--- config.mk ---
export PLATFORM = sky130hd
export DESIGN_NAME = alu_sequencer
export DESIGN_NICKNAME = d
export VERILOG_FILES = /design/src/rtl/alu_seq_pkg.sv /design/src/rtl/alu_sequencer.sv
export SDC_FILE = /design/constraint.sdc
export NUM_CORES = 1
export LEC_CHECK = 0
export BUFFER_PORTS_ARGS = -buffer_cell sky130_fd_sc_hd__buf_2
export CORE_UTILIZATION = 30
export CTS_BUF_LIST = sky130_fd_sc_hd__clkbuf_4
export DETAILED_ROUTE_END_ITERATION = 12
export SYNTH_ARGS = -nofsm -noshare
export SYNTH_HDL_FRONTEND = slang
export SYNTH_SLANG_ARGS = --single-unit
export TNS_END_PERCENT = 50
--- constraint.sdc ---
create_clock -name clk -period 2.29 [get_ports clk]
set_input_delay 0.229 -clock clk [delete_from_list [all_inputs] [get_ports clk]]
set_output_delay 0.229 -clock clk [all_outputs]
set_load 0.01 [all_outputs]
--- src/rtl/alu_seq_pkg.sv ---
// ============================================================================
// alu_seq_pkg : opcodes, ALU codes, state encoding and decoder for alu_sequencer
// Revision    : 1.0
// ============================================================================
`default_nettype none

package alu_seq_pkg;

  localparam logic [3:0] OP_NOP   = 4'd0;
  localparam logic [3:0] OP_MOV   = 4'd1;
  localparam logic [3:0] OP_ADD   = 4'd2;
  localparam logic [3:0] OP_SUB   = 4'd3;
  localparam logic [3:0] OP_AND   = 4'd4;
  localparam logic [3:0] OP_OR    = 4'd5;
  localparam logic [3:0] OP_SHIFT = 4'd6;
  localparam logic [3:0] OP_UNARY = 4'd8;
  localparam logic [3:0] OP_LOOP  = 4'd10;

  localparam logic [3:0] ALU_NONE  = 4'd0;
  localparam logic [3:0] ALU_MOV   = 4'd1;
  localparam logic [3:0] ALU_ADD   = 4'd2;
  localparam logic [3:0] ALU_SUB   = 4'd3;
  localparam logic [3:0] ALU_AND   = 4'd4;
  localparam logic [3:0] ALU_OR    = 4'd5;
  localparam logic [3:0] ALU_SHIFT = 4'd6;
  localparam logic [3:0] ALU_UNARY = 4'd8;

  localparam logic [1:0] ST_IDLE = 2'd0;
  localparam logic [1:0] ST_EXEC = 2'd1;
  localparam logic [1:0] ST_WB   = 2'd2;

  localparam int CCR_C = 3;
  localparam int CCR_V = 2;
  localparam int CCR_Z = 1;
  localparam int CCR_N = 0;

  typedef struct packed {
    logic [3:0] alu_op;
    logic       dec_ra;
    logic       legal;
    logic       we;
    logic       wr_rb;
  } dec_t;

  function automatic dec_t decode(input logic [3:0] opc, input logic [1:0] ra);
    dec_t d;
    d = '0;
    case (opc)
      OP_NOP: d.legal = 1'b1;
      OP_MOV, OP_ADD, OP_SUB, OP_AND, OP_OR: begin
        d.alu_op = opc;
        d.legal  = 1'b1;
        d.we     = 1'b1;
      end
      OP_SHIFT: begin
        // RLC/RRC (ra 0/1) write rb; SETC/CLRC only touch the carry
        d.alu_op = ALU_SHIFT;
        d.legal  = 1'b1;
        d.we     = ~ra[1];
        d.wr_rb  = 1'b1;
      end
      OP_UNARY: begin
        d.alu_op = ALU_UNARY;
        d.legal  = 1'b1;
        d.we     = 1'b1;
        d.wr_rb  = 1'b1;
      end
      OP_LOOP: begin
        d.alu_op = ALU_UNARY;
        d.dec_ra = 1'b1;
        d.legal  = 1'b1;
        d.we     = 1'b1;
      end
      default: d = '0;
    endcase
    return d;
  endfunction

endpackage

`default_nettype wire

--- src/rtl/alu_sequencer.sv ---
// ============================================================================
// alu_sequencer : three-cycle IDLE/EXEC/WB sequencer for the 8-bit ALU, owns CCR
// Revision      : 1.0
// ============================================================================
`default_nettype none

module alu_sequencer
  import alu_seq_pkg::*;
#(
  parameter logic [3:0] RESET_CCR = 4'b0000
) (
  input  logic       clk,
  input  logic       rst,
  input  logic       instr_valid,
  output logic       instr_ready,
  input  logic [7:0] instr,
  output logic [1:0] rf_rd_addr_a,
  output logic [1:0] rf_rd_addr_b,
  input  logic [7:0] rf_rd_data_a,
  input  logic [7:0] rf_rd_data_b,
  output logic       rf_we,
  output logic [1:0] rf_wr_addr,
  output logic [7:0] rf_wr_data,
  output logic [3:0] alu_op,
  output logic [1:0] alu_ra_field,
  output logic       alu_dec_ra,
  output logic       alu_c_in,
  output logic [7:0] alu_operand_a,
  output logic [7:0] alu_operand_b,
  output logic [3:0] alu_old_flags,
  input  logic [7:0] alu_result,
  input  logic [3:0] alu_flags,
  input  logic       alu_flags_update,
  output logic [3:0] ccr,
  output logic       done,
  output logic       loop_taken,
  output logic       illegal
);

  logic [1:0] r_state;
  logic [7:0] r_ir;
  logic [3:0] r_ccr;
  logic [7:0] r_res;
  logic [3:0] r_flags;
  logic       r_fupd;
  dec_t       w_dec;
  logic       w_exec;

  assign w_dec  = decode(r_ir[7:4], r_ir[3:2]);
  assign w_exec = (r_state == ST_EXEC);

  always_ff @(posedge clk or posedge rst) begin
    if (rst) begin
      r_state <= ST_IDLE;
      r_ir    <= 8'h00;
      r_ccr   <= RESET_CCR;
      r_res   <= 8'h00;
      r_flags <= 4'h0;
      r_fupd  <= 1'b0;
    end else begin
      case (r_state)
        ST_IDLE: begin
          if (instr_valid) begin
            r_ir    <= instr;
            r_state <= ST_EXEC;
          end
        end
        ST_EXEC: begin
          r_res   <= alu_result;
          r_flags <= alu_flags;
          r_fupd  <= alu_flags_update;
          r_state <= ST_WB;
        end
        ST_WB: begin
          if (r_fupd && w_dec.legal) begin
            r_ccr <= r_flags;
          end
          r_state <= ST_IDLE;
        end
        default: r_state <= ST_IDLE;
      endcase
    end
  end

  assign instr_ready   = (r_state == ST_IDLE);
  assign done          = (r_state == ST_WB);

  // Operand paths are wired through permanently; only op/dec_ra are qualified by EXEC
  assign rf_rd_addr_a  = r_ir[3:2];
  assign rf_rd_addr_b  = r_ir[1:0];
  assign alu_operand_a = rf_rd_data_a;
  assign alu_operand_b = rf_rd_data_b;
  assign alu_c_in      = r_ccr[CCR_C];
  assign alu_old_flags = r_ccr;
  assign alu_ra_field  = r_ir[3:2];
  assign alu_op        = w_exec ? w_dec.alu_op : ALU_NONE;
  assign alu_dec_ra    = w_exec & w_dec.dec_ra;

  assign rf_we         = done & w_dec.we;
  assign rf_wr_addr    = w_dec.wr_rb ? r_ir[1:0] : r_ir[3:2];
  assign rf_wr_data    = r_res;

  assign ccr           = r_ccr;
  assign illegal       = done & ~w_dec.legal;
  assign loop_taken    = done & (r_ir[7:4] == OP_LOOP) & (r_res != 8'h00);

endmodule

`default_nettype wire

==> run metrics <==
Post-Place Cell Area between 0.0015 and 0.002 mm²; power density of the placed cells 957 mW/mm²; leading register cell type out of synthesis dfrtp_1; sw power between 0.5 and 0.6 mW; Synth async-reset ratio 1.00; total length of routed wires 2840 µm; 1st-iter DRT viols just over 50; failing checks DRC; Crit Path Category register to primary output; Syn Area/Cell 9.62 µm²; cts hold-fix bufs 1; highest clock rate 471 MHz; Total GRT Usage 0.122; Yosys cell types 24; Mapped Cells 147; clock latency on the worst-skew pair 0.32 ns; post-layout util 0.355; pin count of the biggest net entering global routing 28; first-pass GRT wire length around 4800 µm; Combinational Power Share 0.362; #FFs+latches synth 27; Sw Share 0.373; initial antenna violation count 0; Hold Crit Class primary input to register; Wirelength per Cell 12.4 µm; Design Area, Final approximately 0.0016 mm²; RSZ-0062 raised after global routing false; DR pass1 iterations 7; CTS Root Cell clkbuf_4; vias in the first global route 988; DR vias/cell 4.49; Setup Slack @ Placement 0.532 ns; clock skew 0.00448 ns; Worst IR Drop VDD 0.293 mV; Mapped Area about 0.0014 mm²; worst path required time approximately 2.1 ns; Final Hold Fails 0; CTS clk-pin slew, worst paths 0.15 ns; worst relative slew slack 0.724; Max Cap Violations 0; CTS resizes 0; Routability Congestion 0.746; Worst Reg-to-Reg Cells 3; DRC 12; Synth Net Count 187; dpl cells 225; I/O Buffers 58; number of CTS-inserted buffers 3; core box area approximately 0.0044 mm²; CTS Buffer Depth 2; clock sink total 27; Cells on Worst Hold Path 3; remaining global-route overflow 0; Synth Warn # 0; post-synthesis sequential area ratio 0.478; final number of setup-violating endpoints 0; crit path time final approximately 2.1 ns; leakage a little under 0.9 nW; Die ar. 0.00499 mm²; status complete, but fails checks; Fillers 474; EDFF count, synth 0; die span in y 70.7 µm; share of post-route cells with drive strength above 1 0.382; Die X 70.7 µm; ANT nets after route 0; Data arrival, critical path 1.89 ns; FF-to-FF setup slack 0.85 ns; Starting Density 0.318; htree depth 1; Min Hold Slack 0.0787 ns; met3 wire len 159 µm; via count 1032; ant diodes 0; row cnt 24; post-CTS setup buffer count 0; nets 219; HPWL Detailed 2130 µm; Post-Route M1 WL 1280 µm; Reg power frac 0.502; Overall Power 1.51 mW; Slew Viols, Final 0; final setup TNS 0 ns; final worst-path cycle share 0.927; Least-Margin Pin Slew 0.414 ns; Final WS setup 0.168 ns; Int Power 0.948 mW; Non-Filler Instances 230; met2 WL 1350 µm; Layout Area Growth over Synthesis 11.7%; Startpoint Class register; CTS tree yes; Top Ports 91; clock share of power 0.137; Setup crit end kind primary output; Top Layer Used met4; crit-path max FO 11
synth_stat cells (2+ instances only):
library cell | count | share of area
buf_2 | 5 | 0.018
mux2_1 | 14 | 0.11
nor4_1 | 3 | 0.013
nand3_1 | 2 | 0.0071
nand2_1 | 42 | 0.11
nand2b_1 | 2 | 0.0088
nor2_1 | 4 | 0.011
dfrtp_1 | 27 | 0.48
o21a_1 | 2 | 0.011
inv_2 | 2 | 0.0053
buf_4 | 28 | 0.15
and3_1 | 4 | 0.018
cell usage in the layout (no fill, tap or decap):
master | netlist | routed
nand2b_1 | 2 | 2
mux2_1 | 14 | 14
buf_4 | 28 | 3
inv_1 | 1 | 1
nand2_1 | 42 | 42
a2111oi_1 | 1 | 1
clkbuf_4 | 0 | 3
a21oi_1 | 1 | 1
or3b_1 | 1 | 1
buf_2 | 5 | 58
and2_1 | 1 | 1
o21a_1 | 2 | 2
and3_1 | 4 | 4
inv_2 | 2 | 2
nor2_1 | 4 | 4
a211oi_1 | 1 | 1
dlygate4sd3_1 | 0 | 1
nor4_1 | 3 | 3
dfrtp_1 | 27 | 27
o21ai_1 | 1 | 1
nand4_1 | 1 | 1
nand3b_1 | 1 | 1
clkinv_2 | 0 | 1
nand3_1 | 2 | 2
a21oi_2 | 1 | 1
kinds of logic after synthesis:
family	count (synthesis)	share of synthesized area
DFF	27	0.478
buffers and inverters	38	0.185
AOI/OAI and AO/OA	7	0.0363
and+or+nand+nor	61	0.189
muxes	14	0.112
critical path, cell delays in order (launching register included):
cell     delay [ns]
dfrtp_1        0.51
or3b_1         0.40
a21oi_2        0.19
mux2_1         0.33
buf_2          0.14
sequential cells by signal, summed over array words and instances, names as in the netlist:
signal	flops
r_state	2
r_fupd	1
rf_wr_data	8
r_ir	8
alu_old_flags	4
r_flags	4
per-layer routing:
metal,vias to the layer above,global-route usage
met5,-,0
met4,0,0.0689
met3,6,0.0142
met2,29,0.189
met1,483,0.168
li1,514,-
area by class of cell:
class,count,area [µm²],share of cell area
Timing Repair Buffer,62,323,0.204
Clock buffer,3,22.5,0.0143
Inverter,3,11.3,0.00713
Clock inverter,1,5.00,0.00317
Sequential cell,27,676,0.428
Tap cell,52,65.1,0.0412
Multi-Input combinational cell,82,477,0.302
power groups by stage:
stage	Clock (mW)	Sequential [mW]	Combinational (mW)
final	0.207	0.758	0.546
after floorplan	0	0.757	0.459
after detailed placement	0	0.772	0.554
after global placement	0	0.767	0.545
after global routing	0.237	0.787	0.603
after CTS	0.222	0.761	0.557
final timing paths:
check | startpoint | endpoint
min reg2reg | r_flags[2] | r_flags[2]
max reg2reg | r_state[1] | r_ir[4]
max | r_ir[6] | rf_wr_addr[0]
min in group asynchronous | rst | rf_wr_data[4]
min | alu_flags[3] | r_flags[3]
max in group asynchronous | rst | r_ir[4]
Note: power is estimated with default switching activity, not from simulation.
